**src/rtl/pkt_pkg.sv**
```systemverilog
// Shared types and helpers for the router packet source.
// Latency: n/a (declarations only).
// Backpressure: n/a.
package pkt_pkg;

    localparam int         PKT_LEN_W  = 4;
    localparam int         PKT_DEST_W = 2;
    localparam logic [1:0] HDR_PAD    = 2'b00;

    typedef enum logic [2:0] {
        ST_IDLE,
        ST_LOAD,
        ST_HDR,
        ST_DATA,
        ST_PAR,
        ST_GAP
    } pkt_tx_state_e;

    // Header byte layout on the router bus: pad, length, destination channel.
    function automatic logic [7:0] mk_hdr(input logic [PKT_LEN_W-1:0]  len,
                                          input logic [PKT_DEST_W-1:0] dest);
        return {HDR_PAD, len, dest};
    endfunction

endpackage

```
**src/rtl/pkt_tx_buf.sv**
```systemverilog
// Payload holding store: 15x8 register file, one write port, one combinational read port.
// Latency: write visible on the read port the cycle after the write edge; read is same-cycle.
// Backpressure: none; the caller decides when to write and which entry to read.
module pkt_tx_buf #(
    parameter int LEN_W = 4
) (
    input  logic             clk,
    input  logic             rst_n,
    input  logic             wr_en,
    input  logic [LEN_W-1:0] wr_addr,
    input  logic [7:0]       wr_dat,
    input  logic [LEN_W-1:0] rd_addr,
    output logic [7:0]       rd_dat
);

    localparam int DEPTH = (1 << LEN_W) - 1;

    logic [7:0] mem_q [DEPTH];
    logic [7:0] mem_d [DEPTH];

    always_comb begin
        mem_d = mem_q;
        if (wr_en && (int'(wr_addr) < DEPTH)) begin
            mem_d[wr_addr] = wr_dat;
        end
    end

    always_ff @(posedge clk or negedge rst_n) begin
        if (!rst_n) begin
            mem_q <= '{default: '0};
        end else begin
            mem_q <= mem_d;
        end
    end

    // The all-ones index has no entry behind it; it reads as zero.
    assign rd_dat = (int'(rd_addr) < DEPTH) ? mem_q[rd_addr] : 8'h00;

endmodule

```
**src/rtl/pkt_tx.sv**
```systemverilog
// Packet source: takes a (len, dest) command, buffers L payload bytes, emits hdr/payload/parity back-to-back.
// Latency: header one cycle after the last payload capture (or cmd accept when L=0), then 1 byte/cycle; GAP_CYCLES idle after parity.
// Backpressure: stall freezes the emitted byte, state and counters; PKT_TX_ERR_INJECT_EN adds err_inject to corrupt parity bit0.
module pkt_tx
    import pkt_pkg::*;
#(
    parameter int LEN_W      = PKT_LEN_W,
    parameter int DEST_W     = PKT_DEST_W,
    parameter int GAP_CYCLES = 1
) (
    input  logic              clk,
    input  logic              rst_n,
    input  logic              cmd_valid,
    output logic              cmd_ready,
    input  logic [LEN_W-1:0]  cmd_len,
    input  logic [DEST_W-1:0] cmd_dest,
`ifdef PKT_TX_ERR_INJECT_EN
    input  logic              err_inject,
`endif
    input  logic [7:0]        din,
    input  logic              din_valid,
    output logic              din_ready,
    input  logic              stall,
    output logic [7:0]        pkt_out,
    output logic              pkt_valid,
    output logic              busy,
    output logic              done
);

    localparam logic [2:0] GAP_LOAD = 3'(GAP_CYCLES > 0 ? GAP_CYCLES - 1 : 0);

    pkt_tx_state_e     state_q, state_d;
    logic [LEN_W-1:0]  len_q, len_d;
    logic [DEST_W-1:0] dest_q, dest_d;
    logic [LEN_W-1:0]  wr_cnt_q, wr_cnt_d;
    logic [LEN_W-1:0]  rd_cnt_q, rd_cnt_d;
    logic [7:0]        par_q, par_d;
    logic [2:0]        gap_q, gap_d;
    logic              inj_q, inj_d;
    logic [7:0]        pkt_out_q, pkt_out_d;
    logic              pkt_valid_q, pkt_valid_d;
    logic              done_q, done_d;
    logic              busy_q, busy_d;
    logic              cmd_ready_q, cmd_ready_d;
    logic              din_ready_q, din_ready_d;

    logic              buf_we;
    logic [7:0]        buf_rdat;
    logic [7:0]        hdr_cur;
    logic [7:0]        hdr_cmd;
    logic [LEN_W-1:0]  wr_cnt_inc;

    assign hdr_cur    = mk_hdr(len_q, dest_q);
    assign hdr_cmd    = mk_hdr(cmd_len, cmd_dest);
    assign wr_cnt_inc = wr_cnt_q + 1'b1;

    pkt_tx_buf #(
        .LEN_W (LEN_W)
    ) u_buf (
        .clk     (clk),
        .rst_n   (rst_n),
        .wr_en   (buf_we),
        .wr_addr (wr_cnt_q),
        .wr_dat  (din),
        .rd_addr (rd_cnt_q),
        .rd_dat  (buf_rdat)
    );

    always_comb begin
        state_d     = state_q;
        len_d       = len_q;
        dest_d      = dest_q;
        wr_cnt_d    = wr_cnt_q;
        rd_cnt_d    = rd_cnt_q;
        par_d       = par_q;
        gap_d       = gap_q;
        inj_d       = inj_q;
        pkt_out_d   = pkt_out_q;
        pkt_valid_d = pkt_valid_q;
        done_d      = 1'b0;
        buf_we      = 1'b0;

        case (state_q)
            ST_IDLE: begin
                if (cmd_valid && cmd_ready_q) begin
                    len_d    = cmd_len;
                    dest_d   = cmd_dest;
                    wr_cnt_d = '0;
                    rd_cnt_d = '0;
                    par_d    = hdr_cmd;
`ifdef PKT_TX_ERR_INJECT_EN
                    inj_d    = err_inject;
`else
                    inj_d    = 1'b0;
`endif
                    // Zero-length packets skip straight to the header.
                    if (cmd_len == '0) begin
                        state_d     = ST_HDR;
                        pkt_out_d   = hdr_cmd;
                        pkt_valid_d = 1'b1;
                    end else begin
                        state_d = ST_LOAD;
                    end
                end
            end

            ST_LOAD: begin
                if (din_valid) begin
                    buf_we   = 1'b1;
                    par_d    = par_q ^ din;
                    wr_cnt_d = wr_cnt_inc;
                    if (wr_cnt_inc == len_q) begin
                        state_d     = ST_HDR;
                        pkt_out_d   = hdr_cur;
                        pkt_valid_d = 1'b1;
                    end
                end
            end

            // rd_cnt is the index of the next payload byte to put on the bus.
            ST_HDR, ST_DATA: begin
                if (!stall) begin
                    if (rd_cnt_q == len_q) begin
                        state_d   = ST_PAR;
                        pkt_out_d = par_q ^ {7'b0, inj_q};
                    end else begin
                        state_d   = ST_DATA;
                        pkt_out_d = buf_rdat;
                        rd_cnt_d  = rd_cnt_q + 1'b1;
                    end
                end
            end

            ST_PAR: begin
                if (!stall) begin
                    pkt_out_d   = 8'h00;
                    pkt_valid_d = 1'b0;
                    done_d      = 1'b1;
                    gap_d       = GAP_LOAD;
                    state_d     = (GAP_CYCLES == 0) ? ST_IDLE : ST_GAP;
                end
            end

            ST_GAP: begin
                if (gap_q == 3'd0) begin
                    state_d = ST_IDLE;
                end else begin
                    gap_d = gap_q - 3'd1;
                end
            end

            default: begin
                state_d     = ST_IDLE;
                pkt_valid_d = 1'b0;
                pkt_out_d   = 8'h00;
            end
        endcase

        cmd_ready_d = (state_d == ST_IDLE);
        busy_d      = (state_d != ST_IDLE);
        din_ready_d = (state_d == ST_LOAD);
    end

    always_ff @(posedge clk or negedge rst_n) begin
        if (!rst_n) begin
            state_q     <= ST_IDLE;
            len_q       <= '0;
            dest_q      <= '0;
            wr_cnt_q    <= '0;
            rd_cnt_q    <= '0;
            par_q       <= 8'h00;
            gap_q       <= 3'd0;
            inj_q       <= 1'b0;
            pkt_out_q   <= 8'h00;
            pkt_valid_q <= 1'b0;
            done_q      <= 1'b0;
            busy_q      <= 1'b0;
            cmd_ready_q <= 1'b0;
            din_ready_q <= 1'b0;
        end else begin
            state_q     <= state_d;
            len_q       <= len_d;
            dest_q      <= dest_d;
            wr_cnt_q    <= wr_cnt_d;
            rd_cnt_q    <= rd_cnt_d;
            par_q       <= par_d;
            gap_q       <= gap_d;
            inj_q       <= inj_d;
            pkt_out_q   <= pkt_out_d;
            pkt_valid_q <= pkt_valid_d;
            done_q      <= done_d;
            busy_q      <= busy_d;
            cmd_ready_q <= cmd_ready_d;
            din_ready_q <= din_ready_d;
        end
    end

    assign cmd_ready = cmd_ready_q;
    assign din_ready = din_ready_q;
    assign pkt_out   = pkt_out_q;
    assign pkt_valid = pkt_valid_q;
    assign busy      = busy_q;
    assign done      = done_q;

endmodule

```
**config.mk**
```make
export PLATFORM = sky130hd
export DESIGN_NAME = pkt_tx
export DESIGN_NICKNAME = d
export VERILOG_FILES = /design/src/rtl/pkt_pkg.sv /design/src/rtl/pkt_tx_buf.sv /design/src/rtl/pkt_tx.sv
export SDC_FILE = /design/constraint.sdc
export NUM_CORES = 1
export LEC_CHECK = 0
export CAP_MARGIN = 15
export CORE_MARGIN = 5
export CORE_UTILIZATION = 25
export DETAILED_ROUTE_END_ITERATION = 8
export SYNTH_ARGS = -nofsm -noshare
export SYNTH_HDL_FRONTEND = slang
export SYNTH_SLANG_ARGS = --single-unit
```
**constraint.sdc**
```tcl
create_clock -name clk -period 2 [get_ports clk]
set_input_delay 0.4 -clock clk [delete_from_list [all_inputs] [get_ports clk]]
set_output_delay 0.4 -clock clk [all_outputs]
set_load 0.005 [all_outputs]
```
**Word level (Yosys, flattened, before mapping)**

Index checks and enable logic that the tools add are counted.

- Flip-flop bits (word level): 161
- Input port bits: 19
- Output and inout port bits: 13
- Logic and storage cells: 122

- $add $sub $neg: 3
- Magnitude comparators: 5
- Equal/unequal tests: 16
- Mux-type cells: 46
- Bitwise operators: 5
- Reductions and logical operators: 19

Operators with widths:

| cell | count |
|---|---|
| $bwmux 120 | 1 |
| $mux 8 | 13 |
| $pmux 8 s5 | 1 |
| $bmux 8 s4 | 1 |
| $demux 8 s4 | 1 |
| $mux 3 | 9 |
| $mux 4 | 4 |
| $ne 2x2->1 const B | 8 |
| $pmux 4 s2 | 2 |
| $pmux 8 s2 | 1 |
| $pmux 3 s5 | 1 |
| $ge 5x5->1 const B | 2 |
| $not 4->5 | 2 |
| $logic_not 3->1 | 3 |
| $mux 1 | 9 |
| $add 4x1->4 const B | 2 |
| $eq 4x4->1 | 2 |
| $lt 4x4->1 const B | 2 |
| $xor 8x8->8 | 1 |
| $reduce_and 7->1 | 1 |
| $eq 3x1->1 const B | 2 |
| $eq 3x2->1 const B | 2 |
| $eq 3x3->1 const B | 2 |
| $pmux 3 s2 | 1 |
| other kinds (15) | 21 |

**Logic depth before layout (Yosys ltp)**

- Word-level depth: 8
- Depth in mapped cells: 9
- Mapped depth without buffers: 7

**Hierarchy**

Synthesis repeated with hierarchy kept, for this count alone.

- Cell total of the unflattened synthesis: 638
- Area total of the unflattened synthesis: 7943.9 µm²

Modules (own cells, without submodules):

| module | instances | cells an instance | area an instance (µm²) |
|---|---|---|---|
| pkt_tx_buf | 1 | 392 | 5635.4 |
| pkt_tx | 1 | 246 | 2308.5 |

**Worst setup path before layout**

Ideal clock, no wire load.

- Kind: reg2reg
- Start: reg wr_cnt_q[0]
- End: reg pkt_out_q[0], in the netlist pkt_out[0]
- Setup time: 0.125 ns
- Arrival: 2.043 ns
- Data required time: 1.875 ns
- Setup slack: -0.168 ns
- Cell stages (with the launch flop): 9
- Buffers on the path: 2
- Cells stage by stage: dfrtp_1 -> ha_1 -> buf_2 -> xor2_1 -> xnor2_1 -> a41oi_1 -> o211a_1 -> buf_2 -> mux2_2

- Word-level cells in the longest chain between the ends: 4

RTL lines:

| element | line | source |
|---|---|---|
| start: declaration | pkt_tx.sv:35 | `logic [LEN_W-1:0] wr_cnt_q, wr_cnt_d;` |
| start signal: assignment | pkt_tx.sv:184 | `wr_cnt_q <= wr_cnt_d;` |
| $add 4x1->4 | pkt_tx.sv:55 | `assign wr_cnt_inc = wr_cnt_q + 1'b1;` |
| $eq 4x4->1 | pkt_tx.sv:112 | `if (wr_cnt_inc == len_q) begin` |
| $ne 2x2->1 (no source line) | -- |  |
| $reduce_and 7->1 (no source line) | -- |  |
| end signal: assignment | pkt_tx.sv:189 | `pkt_out_q <= pkt_out_d;` |
| end: declaration | pkt_tx.sv:40 | `logic [7:0] pkt_out_q, pkt_out_d;` |

Every way passes these cells.
A chain may end at the register's enable or synchronous reset.

**Final worst setup path**

- Start: reg rd_cnt_q[0]
- End: reg pkt_out_q[7], in the netlist pkt_out[7]

- Word-level cells in the longest chain between the ends: 8

RTL lines:

| element | line | source |
|---|---|---|
| start: declaration | pkt_tx.sv:36 | `logic [LEN_W-1:0] rd_cnt_q, rd_cnt_d;` |
| start signal: assignment | pkt_tx.sv:185 | `rd_cnt_q <= rd_cnt_d;` |
| $not 4->5 (implied by the code) | pkt_tx_buf.sv:37 | `assign rd_dat = (int'(rd_addr) < DEPTH) ? mem_q[rd_addr] : 8'h00;` |
| $bmux 8 s4 | pkt_tx_buf.sv:37 |  |
| $mux 8 (implied by the code) (2 in series) | pkt_tx_buf.sv:37 |  |
| $mux 8 | pkt_tx_buf.sv:37 |  |
| $mux 8 * | pkt_tx.sv:123 | `if (rd_cnt_q == len_q) begin` |
| $mux 8 * | pkt_tx.sv:122 | `if (!stall) begin` |
| $pmux 8 s5 * | pkt_tx.sv:83 | `case (state_q)` |

Mark *: on every way between the ends. The rest lies on a longest branch, timed or not. The select of a mux whose other input is x is not followed.

==> summary.txt <==
Hold path
  – Hold WC Path Type: in2async

Critical path
  – Max FO, Critical Path: 6
  – Critical Path RT: 2310 ps
  – Critical path type: reg2reg
  – Startpoint types: flip-flop
  – Worst r2r src: rd_cnt_q[0]$_DFFE_PN0P_
  – Setup crit end kind: flip-flop
  – CP Launch Point: rd_cnt_q[0]$_DFFE_PN0P_
  – Arr. time, crit path: 2460 ps

Drt
  – Vias/cell: 4.68
  – DRC: 0
  – WL final: 19700 µm
  – Starting DRT DRC Count: 319
  – Routed wire per std cell: 17.2 µm
  – Vias: 5369
  – Antenna viol nets, final: 0
  – Initial DRT Pass Iterations: 5

GRT
  – Total GRT Usage: 11.5%
  – Initial antenna violation count: 0
  – Vias in the first global route: 5591
  – Global-route wire length before repair: 31800 µm
  – Overflow left after global routing: 0
  – Largest net degree at the start of global routing: 56

STA
  – Worst Tran Pin Value: 555 ps
  – Fin Clk Skew: 11.8 ps
  – Final worst-path cycle share: 108%
  – Final worst slack: -150 ps
  – RSZ-0062 raised after global routing: true
  – Fmax: 465 MHz
  – Setup Viol. Count Final: 8
  – Final Hold Fails: 0
  – Slew headroom: 62.9%
  – Final slew viol count: 0
  – Final Critical Period: 2150 ps

Logic synthesis
  – Sequential-to-total area share from yosys stat: 51.3%
  – Leading area contributor after synthesis: dfrtp_1
  – Synth area leaders: dfrtp_1, mux2_2, mux4_2
  – Yosys reg bits: 161
  – Syn_area_per_cell: 12.5 µm²
  – Post-Syn Area: 7860 µm²
  – Synth cell types: 51
  – Post-synth top area share: 51.3%
  – Synth Warn #: 0
  – Post-synthesis cell count: 626
  – Commonest register cell after synthesis: dfrtp_1
  – Post-synth ARST share: 100%
  – Mapped Nets: 652
  – EDFF count, synth: 0

Place
  – GP Congestion: 0.809
  – Hpwl dp: 14000 µm
  – DP Area: 9300 µm²
  – Buffers on Ports: 31

Clock tree
  – Worst-path clk slew: 70 ps
  – Num CTS Buffers: 17
  – Clock sinks: 161
  – Worst-skew pair later-pin latency: 430 ps
  – CTS Buffer Depth: 2
  – H-Tree Depth: 4
  – CTS Root Cell: clkbuf_16
  – TritonCTS clock tree: done

Floorplan
  – Die H: 187 µm
  – Initial Utilization: 25.1%
  – I/O Pins: 32
  – Die area: 35100 µm²
  – Num rows: 65
  – Die boundary width: 187 µm
  – Core area: 31300 µm²

Flow run
  – Max-cap violations: 0

Power and ir drop
  – Power Density: 1310 nW/µm²
  – Maximum VDD drop: 0.632 mV
  – Final Power: 13100 µW
  – Static leakage: 0.00446 µW

Finish
  – # diodes: 0
  – Footprint of the multi-input gates: 3700 µm²
  – Fillers: 3124
  – Finished Core Util: 32.0%
  – Final #Nets: 760
  – Final Cell Area: 10000 µm²
  – Layout cell share with drive strength beyond 1: 38.7%
  – Reg area: 4030 µm²
  – Synthesis-to-finish area growth: 27.6%

Status
  – Failing checks: negative setup slack
  – Status: complete, but fails checks
-- path summary, 6_finish.rpt --
check	end	slack, ps	cells after the start
min reg2reg	dest_q[1]$_DFFE_PN0P_	480	2
min in group clk	dest_q[1]$_DFFE_PN0P_	480	2
max reg2reg	pkt_out[7]$_DFFE_PN0P_	-150	5
max in group asynchronous	u_buf.mem_q[29]$_DFFE_PN0P_	950	3
max	pkt_out[7]$_DFFE_PN0P_	-150	5
min	wr_cnt_q[2]$_DFFE_PN0P_	440	2
-- cell type report --
| cell class | instances | area share [%] |
|---|---|---|
| Clock buffer | 19 | 4.42 |
| Clock inverter | 11 | 1.07 |
| Inverter | 17 | 0.637 |
| Multi-Input combinational cell | 415 | 37.0 |
| Sequential cell | 161 | 40.2 |
| Tap cell | 402 | 5.02 |
| Timing Repair Buffer | 122 | 11.7 |
-- metrics by stage --
step                      std cells  hold slack, ps  setup WS, ps  TNS [ps]
after floorplan                 626             104         -16.1     -32.2
after global placement         1112             322          -469    -20040
after detailed placement       1112             324          -480    -25290
after CTS                      1146             435          -134      -702
after global routing           1147             458          -186     -1380
final                          1147             438          -150      -897
-- sequential cells by signal, indices dropped and copies added, names as in the netlist --
name         count
busy             1
cmd_ready        1
dest_q           2
din_ready        1
done             1
gap_q            3
len_q            4
par_q            8
pkt_out          8
pkt_valid        1
rd_cnt_q         4
state_q          3
u_buf.mem_q    120
wr_cnt_q         4
-- cells in the final DEF (no fill, tap or decap), types with 3 or more instances in the layout --
cell type          n
o21ai_0           32
mux4_2            20
and2_1             7
a311oi_1           3
mux2i_1           23
mux2_2           120
xor2_1             3
xnor2_1            9
nor3b_2            3
clkbuf_16         17
buf_4             77
buf_12            12
nor2b_1            7
ha_1               5
a211oi_1           7
nand3_1            7
inv_1             15
clkinv_4           4
nand2b_1           4
mux2_1             6
or3_1              5
a21oi_1           19
o221ai_1           5
nor3b_1            7
nand2_1           49
dfrtp_1          159
clkdlybuf4s50_1   30
nand4_1            7
a22oi_1            5
nor2_1            22
-- power breakdown --
| part | total, µW | switching (µW) | leakage, µW | internal, µW |
|---|---|---|---|---|
| Combinational | 5310 | 2490 | 0.00207 | 2820 |
| Sequential | 4720 | 561 | 0.00213 | 4160 |
| Clock | 3100 | 1360 | 0.000266 | 1740 |
-- logic make-up after synthesis --
group	share of synthesized area, %
AOI/OAI and AO/OA	7.23
muxes	27.4
buffers and inverters	2.91
adders and majority gates	1.11
and+or+nand+nor	8.59
DFF	51.3
xor gates and xnor gates	1.45
-- critical path, cell delays in order, from the launching register on --
cell and delay (ps):
dfrtp_2 440, buf_12 150, mux4_2 530, mux4_2 510, nor2b_4 150, a221o_1 250
-- cell usage after synthesis (all sizes together), types with 2 or more instances --
cell type	count
a21oi	19
or3	5
clkbuf	20
a221o	2
and3	2
a22oi	5
nand3	7
o221ai	5
o22ai	2
o21ai	32
a22o	2
nor3b	10
nor2	23
o31ai	2
xor2	4
xnor2	9
mux2i	25
mux4	20
nand2b	4
inv	16
nand4	7
nand2	50
nor3	4
and2	7
nor4	2
nor2b	9
mux2	127
a311oi	5
buf	13
ha	7
a211oi	7
dfrtp	161
-- per-layer routing --
metal,up-vias,global-route usage (%),share of wire (%)
met5,-,0,0
li1,2500,-,-
met2,79,18.0,47
met4,0,3.04,0.66
met1,2779,16.2,48
met3,11,2.50,4.1
-- repair_timing --
item                                   in CTS  in global routing
setup endpoints to repair                  10                 56
setup buffers                               3                  1
hold buffers                                1                  0
endpoints found under the hold margin      28                  0
gates resized for setup                    21                  7
pin swaps                                   6                  0
gates cloned                                1                  0
Power figures use the tool's default switching activity.
